File: src/rtl/whack_draw_sequencer_pkg.sv
// Purpose: shared state encoding, grid geometry and default colours for the draw sequencer.
// Latency: n/a (types, constants and pure combinational helpers only).
// Backpressure: n/a.
// Contents: state_t, NUM_HOLES, GRID_COLS, DEF_UP_COLOUR/DEF_DOWN_COLOUR, hole_col()/hole_row().
package whack_pkg;

    localparam int NUM_HOLES = 9;
    localparam int GRID_COLS = 3;

    localparam logic [2:0] DEF_UP_COLOUR   = 3'b110;
    localparam logic [2:0] DEF_DOWN_COLOUR = 3'b001;

    typedef enum logic [2:0] {
        IDLE,
        SCAN,
        SET_X,
        SET_Y,
        RELEASE,
        WAIT_DONE,
        FINISH
    } state_t;

    // Grid column of a hole index (holes are numbered row-major).
    function automatic logic [1:0] hole_col(input logic [3:0] idx);
        return 2'(int'(idx) % GRID_COLS);
    endfunction

    // Grid row of a hole index.
    function automatic logic [1:0] hole_row(input logic [3:0] idx);
        return 2'(int'(idx) / GRID_COLS);
    endfunction

endpackage

File: src/rtl/whack_draw_sequencer_if.sv
// Purpose: bundle of the mask-update input, plotter handshake and status outputs.
// Latency: n/a (wires only).
// Backpressure: the plotter throttles the sequencer through iDone.
// Ports: master = sequencer side (drives plotter controls), slave = surrounding logic / plotter side.
interface whack_draw_sequencer_if;

    logic [8:0] iHoleMask;
    logic       iUpdate;
    logic       iDone;
    logic       oLoadX;
    logic       oPlotBox;
    logic [6:0] oXY_Coord;
    logic [2:0] oColour;
    logic       oBusy;
    logic       oFrameDone;

    modport master (
        input  iHoleMask, iUpdate, iDone,
        output oLoadX, oPlotBox, oXY_Coord, oColour, oBusy, oFrameDone
    );

    modport slave (
        output iHoleMask, iUpdate, iDone,
        input  oLoadX, oPlotBox, oXY_Coord, oColour, oBusy, oFrameDone
    );

endinterface

File: src/rtl/whack_draw_sequencer_hole_coord_lut.sv
// Purpose: maps a hole index to the top-left pixel of its 4x4 box.
// Latency: combinational.
// Backpressure: none.
// Ports: idx (hole 0..8) in; x, y (7-bit pixel coordinates) out.
module hole_coord_lut
    import whack_pkg::*;
#(
    parameter int X_ORIGIN = 20,
    parameter int Y_ORIGIN = 20,
    parameter int X_PITCH  = 40,
    parameter int Y_PITCH  = 35
) (
    input  logic [3:0] idx,
    output logic [6:0] x,
    output logic [6:0] y
);

    logic [1:0] col;
    logic [1:0] row;

    assign col = hole_col(idx);
    assign row = hole_row(idx);

    // 7-bit arithmetic wraps identically to truncating an 8-bit sum, so the
    // dropped MSB never needs to exist.
    assign x = 7'(X_ORIGIN) + 7'(X_PITCH) * {5'd0, col};
    assign y = 7'(Y_ORIGIN) + 7'(Y_PITCH) * {5'd0, row};

endmodule

File: src/rtl/whack_draw_sequencer.sv
// Purpose: walks the 3x3 hole mask and issues one LoadX/PlotBox box command per hole.
// Latency: 1 cycle update->SCAN; per drawn hole 6 + (DONE_GUARD+1 or more) cycles, per skipped hole 1.
// Backpressure: stalls in WAIT_DONE until iDone; updates arriving while busy coalesce into one pending frame.
// Ports: iClock, iResetn (async active-low) plain; bus (master modport) carries mask/update, plotter controls, status.
// Option: WHACK_DIFF_REDRAW_EN redraws only holes that changed since the last frame (all holes on the first frame).
module whack_draw_sequencer
    import whack_pkg::*;
#(
    parameter int         X_ORIGIN    = 20,
    parameter int         Y_ORIGIN    = 20,
    parameter int         X_PITCH     = 40,
    parameter int         Y_PITCH     = 35,
    parameter logic [2:0] UP_COLOUR   = DEF_UP_COLOUR,
    parameter logic [2:0] DOWN_COLOUR = DEF_DOWN_COLOUR,
    parameter int         DONE_GUARD  = 2
) (
    input  logic                   iClock,
    input  logic                   iResetn,
    whack_draw_sequencer_if.master bus
);

    localparam int              CW        = $clog2(DONE_GUARD + 2);
    localparam logic [CW-1:0]   CNT_ONE   = CW'(1);
    localparam logic [CW-1:0]   GUARD_CNT = CW'(DONE_GUARD);
    localparam logic [3:0]      LAST_IDX  = 4'(NUM_HOLES - 1);

    state_t        state, state_nxt;
    logic [3:0]    idx, idx_nxt;
    logic [CW-1:0] cnt, cnt_nxt;
    logic [8:0]    work;
    logic [8:0]    pend_mask;
    logic          pending;
    logic          need_draw;
    logic [6:0]    hole_x;
    logic [6:0]    hole_y;

    hole_coord_lut #(
        .X_ORIGIN (X_ORIGIN),
        .Y_ORIGIN (Y_ORIGIN),
        .X_PITCH  (X_PITCH),
        .Y_PITCH  (Y_PITCH)
    ) u_lut (
        .idx (idx),
        .x   (hole_x),
        .y   (hole_y)
    );

`ifdef WHACK_DIFF_REDRAW_EN
    logic [8:0] shadow;
    logic       first_frame;

    // Shadow holds what is on screen; first frame after reset paints everything.
    assign need_draw = first_frame || (work[idx] != shadow[idx]);

    always_ff @(posedge iClock or negedge iResetn) begin
        if (!iResetn) begin
            shadow      <= '0;
            first_frame <= 1'b1;
        end else if (state == FINISH) begin
            shadow      <= work;
            first_frame <= 1'b0;
        end
    end
`else
    assign need_draw = 1'b1;
`endif

    always_ff @(posedge iClock or negedge iResetn) begin
        if (!iResetn) begin
            state <= IDLE;
            idx   <= '0;
            cnt   <= '0;
        end else begin
            state <= state_nxt;
            idx   <= idx_nxt;
            cnt   <= cnt_nxt;
        end
    end

    // Mask capture: IDLE starts a frame (a fresh strobe beats a stale pending
    // mask); any strobe while busy, including in FINISH, overwrites pending.
    always_ff @(posedge iClock or negedge iResetn) begin
        if (!iResetn) begin
            work      <= '0;
            pend_mask <= '0;
            pending   <= 1'b0;
        end else if (state == IDLE) begin
            if (bus.iUpdate || pending) begin
                work    <= bus.iUpdate ? bus.iHoleMask : pend_mask;
                pending <= 1'b0;
            end
        end else if (bus.iUpdate) begin
            pending   <= 1'b1;
            pend_mask <= bus.iHoleMask;
        end
    end

    always_comb begin
        state_nxt = state;
        idx_nxt   = idx;
        cnt_nxt   = cnt;
        case (state)
            IDLE: begin
                if (bus.iUpdate || pending) begin
                    idx_nxt   = '0;
                    state_nxt = SCAN;
                end
            end
            SCAN: begin
                if (need_draw) begin
                    cnt_nxt   = '0;
                    state_nxt = SET_X;
                end else if (idx == LAST_IDX) begin
                    state_nxt = FINISH;
                end else begin
                    idx_nxt = idx + 4'd1;
                end
            end
            SET_X: begin
                if (cnt == CNT_ONE) begin
                    cnt_nxt   = '0;
                    state_nxt = SET_Y;
                end else begin
                    cnt_nxt = cnt + CNT_ONE;
                end
            end
            SET_Y: begin
                if (cnt == CNT_ONE) begin
                    cnt_nxt   = '0;
                    state_nxt = RELEASE;
                end else begin
                    cnt_nxt = cnt + CNT_ONE;
                end
            end
            RELEASE: begin
                cnt_nxt   = '0;
                state_nxt = WAIT_DONE;
            end
            WAIT_DONE: begin
                // The plotter's oDone from the previous box is still high for
                // a few cycles after PlotBox; only trust it after the guard.
                if (cnt != GUARD_CNT) begin
                    cnt_nxt = cnt + CNT_ONE;
                end else if (bus.iDone) begin
                    if (idx == LAST_IDX) begin
                        state_nxt = FINISH;
                    end else begin
                        idx_nxt   = idx + 4'd1;
                        state_nxt = SCAN;
                    end
                end
            end
            FINISH: begin
                state_nxt = IDLE;
            end
            default: begin
                state_nxt = IDLE;
            end
        endcase
    end

    // Outputs decode straight from state so an async reset forces them low at once.
    always_comb begin
        bus.oLoadX    = 1'b0;
        bus.oPlotBox  = 1'b0;
        bus.oXY_Coord = '0;
        bus.oColour   = '0;
        case (state)
            SET_X: begin
                bus.oLoadX    = 1'b1;
                bus.oXY_Coord = hole_x;
            end
            SET_Y: begin
                bus.oPlotBox  = 1'b1;
                bus.oXY_Coord = hole_y;
            end
            RELEASE, WAIT_DONE: begin
                bus.oXY_Coord = hole_y;
            end
            default: begin
            end
        endcase
        if (state inside {SET_X, SET_Y, RELEASE, WAIT_DONE}) begin
            bus.oColour = work[idx] ? UP_COLOUR : DOWN_COLOUR;
        end
    end

    assign bus.oBusy      = (state != IDLE);
    assign bus.oFrameDone = (state == FINISH);

endmodule

File: src/flat_wrapper.sv
// flat-port wrapper written by rule: the top's interface ports become plain ports
module whack_draw_sequencer_flat import whack_pkg::*;
#(
    parameter int         X_ORIGIN    = 20,
    parameter int         Y_ORIGIN    = 20,
    parameter int         X_PITCH     = 40,
    parameter int         Y_PITCH     = 35,
    parameter logic [2:0] UP_COLOUR   = DEF_UP_COLOUR,
    parameter logic [2:0] DOWN_COLOUR = DEF_DOWN_COLOUR,
    parameter int         DONE_GUARD  = 2
)
  (iClock, iResetn, bus_iHoleMask, bus_iUpdate, bus_iDone, bus_oLoadX, bus_oPlotBox, bus_oXY_Coord, bus_oColour, bus_oBusy, bus_oFrameDone);
  whack_draw_sequencer_if bus_i ();
  input  logic iClock;
  input  logic iResetn;
  input wire logic [$bits(bus_i.iHoleMask)-1:0] bus_iHoleMask;
  input wire logic [$bits(bus_i.iUpdate)-1:0] bus_iUpdate;
  input wire logic [$bits(bus_i.iDone)-1:0] bus_iDone;
  output wire logic [$bits(bus_i.oLoadX)-1:0] bus_oLoadX;
  output wire logic [$bits(bus_i.oPlotBox)-1:0] bus_oPlotBox;
  output wire logic [$bits(bus_i.oXY_Coord)-1:0] bus_oXY_Coord;
  output wire logic [$bits(bus_i.oColour)-1:0] bus_oColour;
  output wire logic [$bits(bus_i.oBusy)-1:0] bus_oBusy;
  output wire logic [$bits(bus_i.oFrameDone)-1:0] bus_oFrameDone;
  assign bus_i.iHoleMask = bus_iHoleMask;
  assign bus_i.iUpdate = bus_iUpdate;
  assign bus_i.iDone = bus_iDone;
  assign bus_oLoadX = bus_i.oLoadX;
  assign bus_oPlotBox = bus_i.oPlotBox;
  assign bus_oXY_Coord = bus_i.oXY_Coord;
  assign bus_oColour = bus_i.oColour;
  assign bus_oBusy = bus_i.oBusy;
  assign bus_oFrameDone = bus_i.oFrameDone;
  whack_draw_sequencer #(.X_ORIGIN(X_ORIGIN), .Y_ORIGIN(Y_ORIGIN), .X_PITCH(X_PITCH), .Y_PITCH(Y_PITCH), .UP_COLOUR(UP_COLOUR), .DOWN_COLOUR(DOWN_COLOUR), .DONE_GUARD(DONE_GUARD)) u_core (.iClock(iClock), .iResetn(iResetn), .bus(bus_i));
endmodule
File: config.mk
export PLATFORM = sky130hd
export DESIGN_NAME = whack_draw_sequencer_flat
export DESIGN_NICKNAME = d
export VERILOG_FILES = /design/src/rtl/whack_draw_sequencer_pkg.sv /design/src/rtl/whack_draw_sequencer_if.sv /design/src/rtl/whack_draw_sequencer_hole_coord_lut.sv /design/src/rtl/whack_draw_sequencer.sv /design/src/flat_wrapper.sv
export SDC_FILE = /design/constraint.sdc
export NUM_CORES = 1
export LEC_CHECK = 0
export CORE_ASPECT_RATIO = 1.4
export CORE_UTILIZATION = 55
export CTS_BUF_LIST = sky130_fd_sc_hd__clkbuf_8
export DETAILED_ROUTE_END_ITERATION = 12
export MAX_ROUTING_LAYER = met4
export PLACE_DENSITY = 0.89
export SLEW_MARGIN = 10
export SYNTH_ARGS = -nofsm -noshare
export SYNTH_HDL_FRONTEND = slang
export SYNTH_SLANG_ARGS = --single-unit
File: constraint.sdc
create_clock -name iClock -period 10.4 [get_ports iClock]
set_input_delay 2.08 -clock iClock [delete_from_list [all_inputs] [get_ports iClock]]
set_output_delay 2.08 -clock iClock [all_outputs]
set_load 0.005 [all_outputs]
==> flow_metrics.py, run 1 <==
metrics = {
    "power": {
        "power.leakage_nw": 0.964,
        "vdd_drop_max_v": 0.000177,
        "power.density_nw_per_um2": 232,
    },
    "clocking": {
        "cts_tree": "built",
        "cts_setup_buffers": 0,
        "ctsResizeCount": 0,
        "clock_latency_ns": 0.27,
        "clk_path_buf_depth": 2,
        "clkTransAtPathRegs_ns": 0.09,
        "clock-sinks": 28,
        "h-tree-depth": 1,
        "cts-root-buf": "clkbuf_8",
        "cts_hold_buf": 0,
        "cts_made_buffers": 3,
    },
    "place": {
        "place_area_sq_um": 2210,
        "gp_congestion": 0.869,
        "place_hpwl_mm": 2.98,
        "port_buffers": 26,
    },
    "detailed_routing": {
        "drt_iter0_markers": 59,
        "wirelength_mm": 3.93,
        "vias": 1547,
        "dr.pass1.iters": 4,
        "vias_per_cell": 5.97,
        "wl_per_cell_um": 15.2,
        "antenna_left": 0,
        "drc": 0,
    },
    "global_route": {
        "grt_pass1_wl_mm": 6.98,
        "grt_overflow": 0,
        "grt_use_total_pct": 24.6,
        "grt_start_max_net_pins": 29,
        "antenna_found_initial": 0,
        "grt_pass1_vias": 1544,
    },
    "sta": {
        "fin_setup_tns_ns": 0,
        "rsz0062_at_grt": "no",
        "finalMaxSlewViolations": 0,
        "slew_headroom_pct": 58.1,
        "skew_ns": 0.00403,
        "setup_viol": 0,
        "period_needed_ns": 6.41,
        "worst_slew_pin_slew_ns": 0.626,
        "max_freq_ghz": 0.156,
        "finalHoldViolations": 0,
        "whs_ns": 0.500,
        "min_period_over_period_pct": 61.6,
    },
    "floorplan": {
        "initial_core_util_pct": 57.6,
        "core_area_sq_um": 3380,
        "dieHeight_um": 72.4,
        "num_rows": 25,
        "pin_count": 27,
        "die_w_um": 52.3,
        "dieArea_sq_um": 3790,
    },
    "flow_run": {
        "maxCapViolations": 0,
    },
    "worst_setup_path": {
        "cp_data_required_time_ns": 8.32,
        "cp-end-kind": "output pin",
        "startpoint_type": "flop",
        "reg2reg_slack_ns": 8.59,
        "reg2reg_depth": 4,
        "arrival_ns": 4.33,
        "r2r_start": "u_core.state[2]",
        "r2r-end": "u_core.state[0]",
        "critPathKind": "reg -> out",
        "worstPathMaxFanout": 12,
    },
    "layout": {
        "fillCellCount": 249,
        "antennaDiodeCount": 0,
        "final_layout_size_suffix_gt1_share_pct": 13.7,
        "final_cell_area_sq_um": 2280,
        "nets": 245,
        "syn_to_final_growth_pct": 17.0,
    },
    "hold_path": {
        "min_from": "u_core.work[6]",
        "min_to": "u_core.work[6]",
        "hold_depth": 2,
        "hold_class": "reg -> reg",
    },
    "logic_synthesis": {
        "syn-cell-area_sq_um": 1950,
        "yosysSeqAreaShare_pct": 36.0,
        "ys_seq_elements": 28,
        "yosysWarnings": 0,
        "syn_area_per_cell_sq_um": 9.78,
        "synthesis.nets": 224,
        "syn_inst": 199,
        "ys_types": 51,
    },
    "status": {
        "status": "finished, final reports clean",
    },
}
-- cells in the final DEF (no fill, tap or decap), types with 3 or more instances in the layout --
| cell | Yosys | final |
|---|---|---|
| dfrtp_1 | 28 | 28 |
| clkdlybuf4s50_1 | 0 | 26 |
| nand2_1 | 19 | 19 |
| o21ai_0 | 14 | 14 |
| ha_1 | 12 | 12 |
| nor2_1 | 11 | 11 |
| mux2i_1 | 11 | 11 |
| mux2_2 | 11 | 11 |
| inv_1 | 8 | 8 |
| a21oi_1 | 7 | 7 |
| nand2b_1 | 6 | 6 |
| nand3_1 | 6 | 6 |
| nor2b_1 | 3 | 3 |
| nand3b_1 | 3 | 3 |
| and2_1 | 3 | 3 |
| clkbuf_8 | 0 | 3 |
-- power breakdown --
group	switching (mW)	leakage (nW)	total (mW)	internal (mW)
clock	0.0333	0.0357	0.0848	0.0515
combinational	0.115	0.584	0.246	0.131
sequential	0.0478	0.344	0.198	0.150
total	0.196	0.964	0.528	0.332
-- metrics by stage --
step / util [%] / power (mW) / std cells / setup WS (ns)
global placement: 65.3 / 0.429 / 255 / 4.44
finish: 67.4 / 0.528 / 259 / 3.99
floorplan: - / 0.355 / 199 / 5.01
global route: 67.4 / 0.570 / 259 / 3.74
CTS: 67.4 / 0.529 / 259 / 3.98
detailed placement: 65.3 / 0.441 / 255 / 4.28
-- worst max path at each step --
| stage | startpoint | end | slack (ns) | cells past startpoint |
|---|---|---|---|---|
| final | u_core.idx[2] | bus_oXY_Coord[5] | 3.99 | 16 |
| after global routing | u_core.idx[2] | bus_oXY_Coord[5] | 3.74 | 16 |
| after CTS | u_core.idx[2] | bus_oXY_Coord[5] | 3.98 | 16 |
| after detailed placement | u_core.idx[2] | bus_oXY_Coord[5] | 4.28 | 16 |
| after global placement | u_core.idx[2] | bus_oXY_Coord[5] | 4.44 | 16 |
| after floorplan | u_core.idx[2] | bus_oXY_Coord[5] | 5.01 | 15 |
-- state kept, by name (all words and copies together), names as in the netlist --
register / cells
u_core.pending: 1
u_core.work: 9
u_core.pend_mask: 9
u_core.idx: 4
u_core.cnt: 2
u_core.state: 3
-- cell type report --
type | count | area [sq um] | share of cell area [%]
clock buffer | 3 | 41.3 | 1.81
clock inverter | 1 | 30.0 | 1.32
inverter | 9 | 38.8 | 1.70
multi-input combinational | 150 | 1140 | 50.1
sequential | 28 | 701 | 30.8
tap | 40 | 50.0 | 2.20
timing repair buffer | 28 | 275 | 12.1
-- worst max-delay path, cell delays in order, from the launching register on --
cell	delay, ns
dfrtp_1	0.59
inv_1	0.10
nor2_1	0.12
ha_1	0.30
nand2b_1	0.13
a21oi_2	0.28
xnor2_1	0.17
ha_1	0.25
or4b_4	0.51
o31ai_4	0.11
nand2_4	0.11
clkinv_4	0.09
mux2_4	0.29
ha_1	0.27
nand2b_1	0.06
a32o_1	0.26
clkdlybuf4s50_1	0.44
-- metal layers --
layer,global-route usage [%],up-vias,part of all wire [%]
met5,-,-,0
met4,7.02,0,2.4
met3,1.26,8,2.4
met2,43.0,41,54
met1,29.9,737,41
li1,-,761,-
-- cells in the mapped netlist (all sizes together) --
cell type,n,area (sq um)
a32o,2,20.0
o22ai,2,12.5
o311ai,2,17.5
a31oi,1,6.26
a221o,1,10.0
nand2,21,88.8
nand3,6,30.0
and2,3,18.8
or3,2,12.5
clkbuf,3,11.3
mux4,1,22.5
and3,2,12.5
clkinv,1,8.76
o221ai,1,26.3
nand4,2,12.5
and3b,2,17.5
dfrtp,28,701
mux2i,11,110
nand3b,4,33.8
a211oi,2,20.0
a311oi,1,8.76
o2111ai,2,17.5
nor2,11,41.3
nor3,2,15.0
o41ai,1,8.76
or4b,1,13.8
mux2,12,139
a21oi,8,43.8
nand2b,6,37.5
o211ai,1,7.51
buf,9,55.1
a221oi,1,8.76
nor2b,4,27.5
a21o,1,7.51
o21ai,16,80.1
xnor2,2,17.5
ha,12,150
inv,8,30.0
a21boi,2,15.0
o31a,1,8.76
o31ai,1,21.3
-- kinds of logic (layout without fill, tap and decap cells) --
| group | Yosys count | count (layout) | share of synthesized area, % |
|---|---|---|---|
| AOI/OAI and AO/OA | 46 | 46 | 17.5 |
| xor gates and xnor gates | 2 | 2 | 0.900 |
| adders and majority gates | 12 | 12 | 7.71 |
| muxes | 24 | 24 | 13.9 |
| DFF | 28 | 28 | 36.0 |
| and+or+nand+nor | 66 | 66 | 18.6 |
| buffers and inverters | 21 | 41 | 5.40 |
No activity file was read; power rests on OpenSTA's default activity.
==> run 2, diff against run 1 <==
--- a/config.mk
+++ b/config.mk
@@ -6,11 +6,11 @@
 export NUM_CORES = 1
 export LEC_CHECK = 0
 export CORE_ASPECT_RATIO = 1.4
-export CORE_UTILIZATION = 55
+export CORE_UTILIZATION = 51
 export CTS_BUF_LIST = sky130_fd_sc_hd__clkbuf_8
 export DETAILED_ROUTE_END_ITERATION = 12
 export MAX_ROUTING_LAYER = met4
-export PLACE_DENSITY = 0.89
+export PLACE_DENSITY = 0.87
 export SLEW_MARGIN = 10
 export SYNTH_ARGS = -nofsm -noshare
 export SYNTH_HDL_FRONTEND = slang
==> constraint.sdc (replaced) <==
create_clock -name iClock -period 5.75 [get_ports iClock]
set_input_delay 1.15 -clock iClock [delete_from_list [all_inputs] [get_ports iClock]]
set_output_delay 1.15 -clock iClock [all_outputs]
set_load 0.005 [all_outputs]
==> run 2 against run 1 <==
Net effect: sequential cell count stayed put; cell area grew 0.11%; worst setup slack got worse by 3.7 ns; clock power up 79%.
==> flow_metrics.py, run 2 (synthesis results as in run 1) <==
metrics = {
    "layout": {
        "most-common-layout-cells": "dfrtp_1 (28), clkdlybuf4s50_1 (26), nand2_1 (19)",
        "layout_commonest_cell": "dfrtp_1",
        "antennaDiodeCount": 0,
        "reg_top3": "u_core.pend_mask: 9 flops, u_core.work: 9 flops, u_core.idx: 4 flops",
        "nets": 245,
        "syn_to_final_growth_pct": 17.1,
        "final_layout_size_suffix_gt1_share_pct": 13.7,
    },
    "clocking": {
        "h-tree-depth": 1,
        "clock-sinks": 28,
        "cts_setup_buffers": 0,
        "clkTransAtPathRegs_ns": 0.09,
        "cts_tree": "built",
        "cts_made_buffers": 3,
        "cts-root-buf": "clkbuf_8",
        "clk_path_buf_depth": 2,
        "clock_latency_ns": 0.27,
        "cts_hold_buf": 0,
        "ctsResizeCount": 0,
    },
    "global_route": {
        "grt_pass1_wl_mm": 5.82,
        "grt_pass1_vias": 1413,
        "grt_overflow": 0,
        "grt_start_max_net_pins": 29,
        "antenna_found_initial": 0,
        "grt_use_total_pct": 19.5,
    },
    "worst_setup_path": {
        "r2r-end": "u_core.state[0]",
        "startpoint": "u_core.idx[2]",
        "arrival_ns": 4.29,
        "cp_cell_sequence": "inv_1, nor2_1, ha_1, nand2b_1, a21oi_2, xnor2_1, ha_1, or4b_4, o31ai_4, nand2_4, clkinv_4, mux2_4, ha_1, nand2b_1, a32o_1, clkdlybuf4s50_1",
        "crit_path_frequent_cell": "ha_1",
        "worstPathMaxFanout": 12,
        "critPathMaxStageDelay_ns": 0.58,
        "crit_path_top_delay_cell": "dfrtp_1",
        "reg2reg_slack_ns": 3.96,
        "critPathKind": "reg -> out",
        "reg2reg_depth": 4,
        "startpoint_type": "flop",
        "cp_data_required_time_ns": 4.60,
        "cp-end-kind": "output pin",
        "r2r_start": "u_core.state[2]",
        "cp-endpoint": "bus_oXY_Coord[5]",
    },
    "status": {
        "status": "finished, final reports clean",
    },
    "detailed_routing": {
        "antenna_left": 0,
        "wirelength_mm": 3.53,
        "vias_per_cell": 5.77,
        "wl_per_cell_um": 13.5,
        "vias": 1505,
        "drt_iter0_markers": 40,
        "dr.pass1.iters": 4,
        "drc": 0,
    },
    "sta": {
        "fin_setup_tns_ns": 0,
        "max_freq_ghz": 0.184,
        "slew_headroom_pct": 57.8,
        "rsz0062_at_grt": "no",
        "skew_ns": 0.00281,
        "worst_slew_pin_slew_ns": 0.633,
        "finalMaxSlewViolations": 0,
        "min_period_over_period_pct": 94.6,
        "finalHoldViolations": 0,
        "setup_viol": 0,
        "period_needed_ns": 5.44,
        "whs_ns": 0.487,
    },
    "floorplan": {
        "die_w_um": 54.2,
        "core_area_sq_um": 3640,
        "dieArea_sq_um": 4070,
        "num_rows": 26,
        "pin_count": 27,
        "dieHeight_um": 75.1,
        "initial_core_util_pct": 53.4,
    },
    "place": {
        "place_hpwl_mm": 2.74,
        "port_buffers": 26,
        "gp_congestion": 0.810,
    },
    "flow_run": {
        "maxCapViolations": 0,
    },
    "power": {
        "power.leakage_nw": 0.964,
        "power.density_nw_per_um2": 412,
        "vdd_drop_max_v": 0.000398,
    },
    "hold_path": {
        "hold_class": "reg -> reg",
    },
}
## run 2: cell counts in the layout (fill, tap and decap cells not counted)
Identical to the previous run, type by type.
## run 2: metrics by stage
step	cell area [sq um]	total power, mW	util [%]	std cells	setup slack [ns]
finish	2280	0.939	62.6	261	0.310
global route	2280	1.01	62.6	261	0.0612
detailed placement	2210	0.791	60.6	257	0.616
floorplan	1950	0.642	-	199	1.29
CTS	2280	0.947	62.6	261	0.292
global placement	2210	0.775	60.6	257	0.749
## run 2: area by class of cell
cell class / count / area, sq um
Clock buffer: 3 / 41.3
Timing Repair Buffer: 28 / 275
Multi-Input combinational cell: 150 / 1140
Inverter: 9 / 38.8
Tap cell: 42 / 52.6
Fill cell: 297 / 1360
Sequential cell: 28 / 701
Clock inverter: 1 / 30.0
## run 2: metal layers
| layer | vias to the layer above | track usage (%) | wire [um] |
|---|---|---|---|
| li1 | 757 | - | - |
| met1 | 712 | 22.7 | 1530 |
| met2 | 30 | 33.9 | 1840 |
| met3 | 6 | 1.41 | 89 |
| met4 | 0 | 7.98 | 68 |
| met5 | - | - | 0 |
## run 2: critical path: cells and delay by family (launching register included)
family / cells / cell delay (ns)
simple gates: 5 / 0.93
xor+xnor: 1 / 0.16
flops: 1 / 0.58
compound gates: 3 / 0.64
fa+ha+maj: 3 / 0.81
buf+inv: 3 / 0.60
mux: 1 / 0.29
## run 2: how the worst min path moves through the flow
stage | depth (start not counted) | startpoint | end
after floorplan | 2 | u_core.work[3] | u_core.work[3]
after global placement | 2 | u_core.work[0] | u_core.work[0]
after detailed placement | 2 | u_core.work[2] | u_core.work[2]
after CTS | 2 | u_core.work[2] | u_core.work[2]
after global routing | 2 | u_core.work[3] | u_core.work[3]
final | 2 | u_core.work[2] | u_core.work[2]
## run 2: where the power goes
part	leakage (nW)	switching (mW)	internal, mW	total [mW]
sequential	0.344	0.0835	0.271	0.355
clock	0.0357	0.0584	0.0931	0.152
combinational	0.584	0.196	0.237	0.433
==> run 3, diff against run 2 <==
--- a/config.mk
+++ b/config.mk
@@ -5,6 +5,7 @@
 export SDC_FILE = /design/constraint.sdc
 export NUM_CORES = 1
 export LEC_CHECK = 0
+export CAP_MARGIN = 5
 export CORE_ASPECT_RATIO = 1.4
 export CORE_UTILIZATION = 51
 export CTS_BUF_LIST = sky130_fd_sc_hd__clkbuf_8
==> results of run 3 <==
Same layout as run 2: the final DEF is identical, and so are final timing and power.
==> RTL change, RTL diff (settings of run 2) <==
`DONE_GUARD` is set to 2 in 2 places; all go to 4.
--- a/src/rtl/whack_draw_sequencer.sv
+++ b/src/rtl/whack_draw_sequencer.sv
@@ -13,5 +13,5 @@
     parameter logic [2:0] UP_COLOUR   = DEF_UP_COLOUR,
     parameter logic [2:0] DOWN_COLOUR = DEF_DOWN_COLOUR,
-    parameter int         DONE_GUARD  = 2
+    parameter int         DONE_GUARD  = 4
 ) (
     input  logic                   iClock,
--- a/src/flat_wrapper.sv
+++ b/src/flat_wrapper.sv
@@ -8,5 +8,5 @@
     parameter logic [2:0] UP_COLOUR   = DEF_UP_COLOUR,
     parameter logic [2:0] DOWN_COLOUR = DEF_DOWN_COLOUR,
-    parameter int         DONE_GUARD  = 2
+    parameter int         DONE_GUARD  = 4
 )
   (iClock, iResetn, bus_iHoleMask, bus_iUpdate, bus_iDone, bus_oLoadX, bus_oPlotBox, bus_oXY_Coord, bus_oColour, bus_oBusy, bus_oFrameDone);
Formal check against the unedited RTL: same outputs for any inputs over 10 cycles, from zero or initial values and one cycle with iResetn low; that may be too few to reach the edited logic, so the function may still have changed.
==> RTL change against run 2 <==
Sequential cell count up 1. Non-clock buffer count up 2. Utilization up 3.2 points. Final area down 0.77%. Synthesized area down 3.2%. Total power down 4.8%. Wire length up 1.5%. Setup slack worse by 0.016 ns. Critical endpoint unchanged. Largest cell class unchanged.
==> RTL change: results (changes against run 2) <==
- Placement Setup Slack: 0.5366 ns (-0.07901 ns)
- Worst Path Max Fanout: 9 (-3)
- Reg2Reg Depth: 7 (+3)
- Crit Path Class: register to primary output
- Number of global-route vias before repair: 1392 (-1.5%)
- Number of buffers added on ports: 26 (unchanged)
- Ys async rst share: 100.0% (unchanged)
- Gr usage total: 21.92% (+2.4 points)
- Via count: 1487 (-1.2%)
- CTS Buf Count: 5 (+2)
- Delay-heaviest family, CP: simple AND/OR/NAND/NOR gates
- CTS Sinks: 29 (+3.6%)
- Top Metal Used: met4
- Routing usage on met1: 23.61% (+0.90 points)
- Met1 WL: 1489 um (-2.9%)
- Reg-to-reg endpoint: u_core.idx[3]
- Largest net degree at the start of global routing: 30 (+3.4%)
- Crit-path slowest cell: dfrtp_1
- CP peak stage delay: 0.52 ns (-0.06 ns)
- VDD IR max: 0.0003968 V (-0.38%)
- DR WL/cell: 13.64 um (+0.76%)
- Bufs on Longest Clock Path: 2 (unchanged)
- Avg Cell Area, Syn: 9.565 um2 (-2.2%)
- Max_slew headroom: 55.03% (-2.8 points)
- Initial antenna violation count: 0 (unchanged)
- GR Util met3: 3.727% (+2.3 points)
- Syn Nets: 223 (-0.45%)
- Dpl cells: 253 (-1.6%)
- Setup slack, reg-to-reg: 3.70 ns (-0.26 ns)
- Synth area leaders: dfrtp_1 (39%), ha_1 (8.6%), mux2i_1 (6.4%), mux2_2 (5.4%), nor2_1 (4.4%)
- Proportion of layout cells with a drive suffix above 1: 12.56% (-1.1 points)
- Fin crit period: 5.456 ns (+0.01565 ns)
- Dpl cell area: 2150 um2 (-2.7%)
- Fill cells: 307 (+3.4%)
- P_int: 0.0005650 W (-6.0%)
- Met2 WL: 1916 um (+4.1%)
- Met3 WL: 80 um (-10%)
- Worst setup path start: u_core.idx[0]
- First-pass GRT wire length: 6030 um (+3.7%)
- Setup crit end: bus_oXY_Coord[5]
- H-tree depth: 2 (+1)
- Final Skew: 0.007428 ns (+0.004619 ns)
- Biggest regs: u_core.pend_mask: 9 flops, u_core.work: 9 flops, u_core.idx: 4 flops
- Sequential area share after synthesis: 38.51% (+2.5 points)
- Synth top cells by count: dfrtp_1 (29), nor2_1 (22), a21oi_1 (16)
- Clk slew on worst S/H paths: 0.06 ns (-0.03 ns)
- Synth unique cells: 44 (-14%)
- Lkg Pwr: 0.9953 nW (+3.3%)
- DR vias/cell: 5.654 (-1.9%)
- HPWL after detailed placement: 2628 um (-4.0%)
- Global-route met2 utilization: 36.81% (+2.9 points)
- Placer congestion estimate: 0.8811 (+8.8%)
- Status: finished, final reports clean
- Initial DRC Count: 26 (-35%)
RTL change: cell types whose count changed after synthesis, sizes merged, moves of 3 or more:
cell    change
nand3       -4
a21oi       +8
inv         +4
nor2       +11
nand3b      -3
o21ai       -3
mux2        -3
nand2       -6
RTL change: what timing repair did:
action,in CTS,in global routing
buffers inserted,0,2
gates resized for setup,0,3
setup endpoints to repair,0,1
RTL change: cells by family (layout without fill, tap and decap cells):
logic type	count (synthesis)	after routing	share of synthesized area [%]
flops	29	29	38.51
mux	23	23	14.14
simple gates	59	59	16.00
buf+inv	24	50	5.577
fa+ha+maj	13	13	8.632
compound gates	45	45	15.27
xor+xnor	4	4	1.860
RTL change: layout make-up:
cell class              count  area [um2]  share of cell area [%]
clock buffers               5       68.82                   3.042
multi-input cells         144        1070                   47.29
repair buffers             30       290.3                   12.83
flip-flops and latches     29       726.9                   32.13
well taps                  40       50.05                   2.212
inverters                  12       45.04                   1.991
clock inverters             3       11.26                  0.4978
RTL change: power groups by stage:
stage	Combinational [W]	Sequential (W)	Clock (W)
2_1_floorplan	0.000303	0.000319	0
3_3_place_gp	0.000376	0.000353	0
3_5_place_dp	0.000388	0.000359	0
4_1_cts	0.000391	0.000355	0.000154
5_1_grt	0.000438	0.000368	0.000165
6_report	0.000388	0.000356	0.000150
RTL change: worst min path at each step:
stage                        start             endpoint  slack (ns)  cells after the start
6_report       u_core.pend_mask[7]  u_core.pend_mask[7]        0.50                      1
5_1_grt        u_core.pend_mask[8]  u_core.pend_mask[8]        0.51                      1
4_1_cts        u_core.pend_mask[8]  u_core.pend_mask[8]        0.51                      1
3_5_place_dp   u_core.pend_mask[8]  u_core.pend_mask[8]        0.49                      1
3_3_place_gp   u_core.pend_mask[0]  u_core.pend_mask[0]        0.49                      1
2_1_floorplan       u_core.pending       u_core.pending        0.47                      2
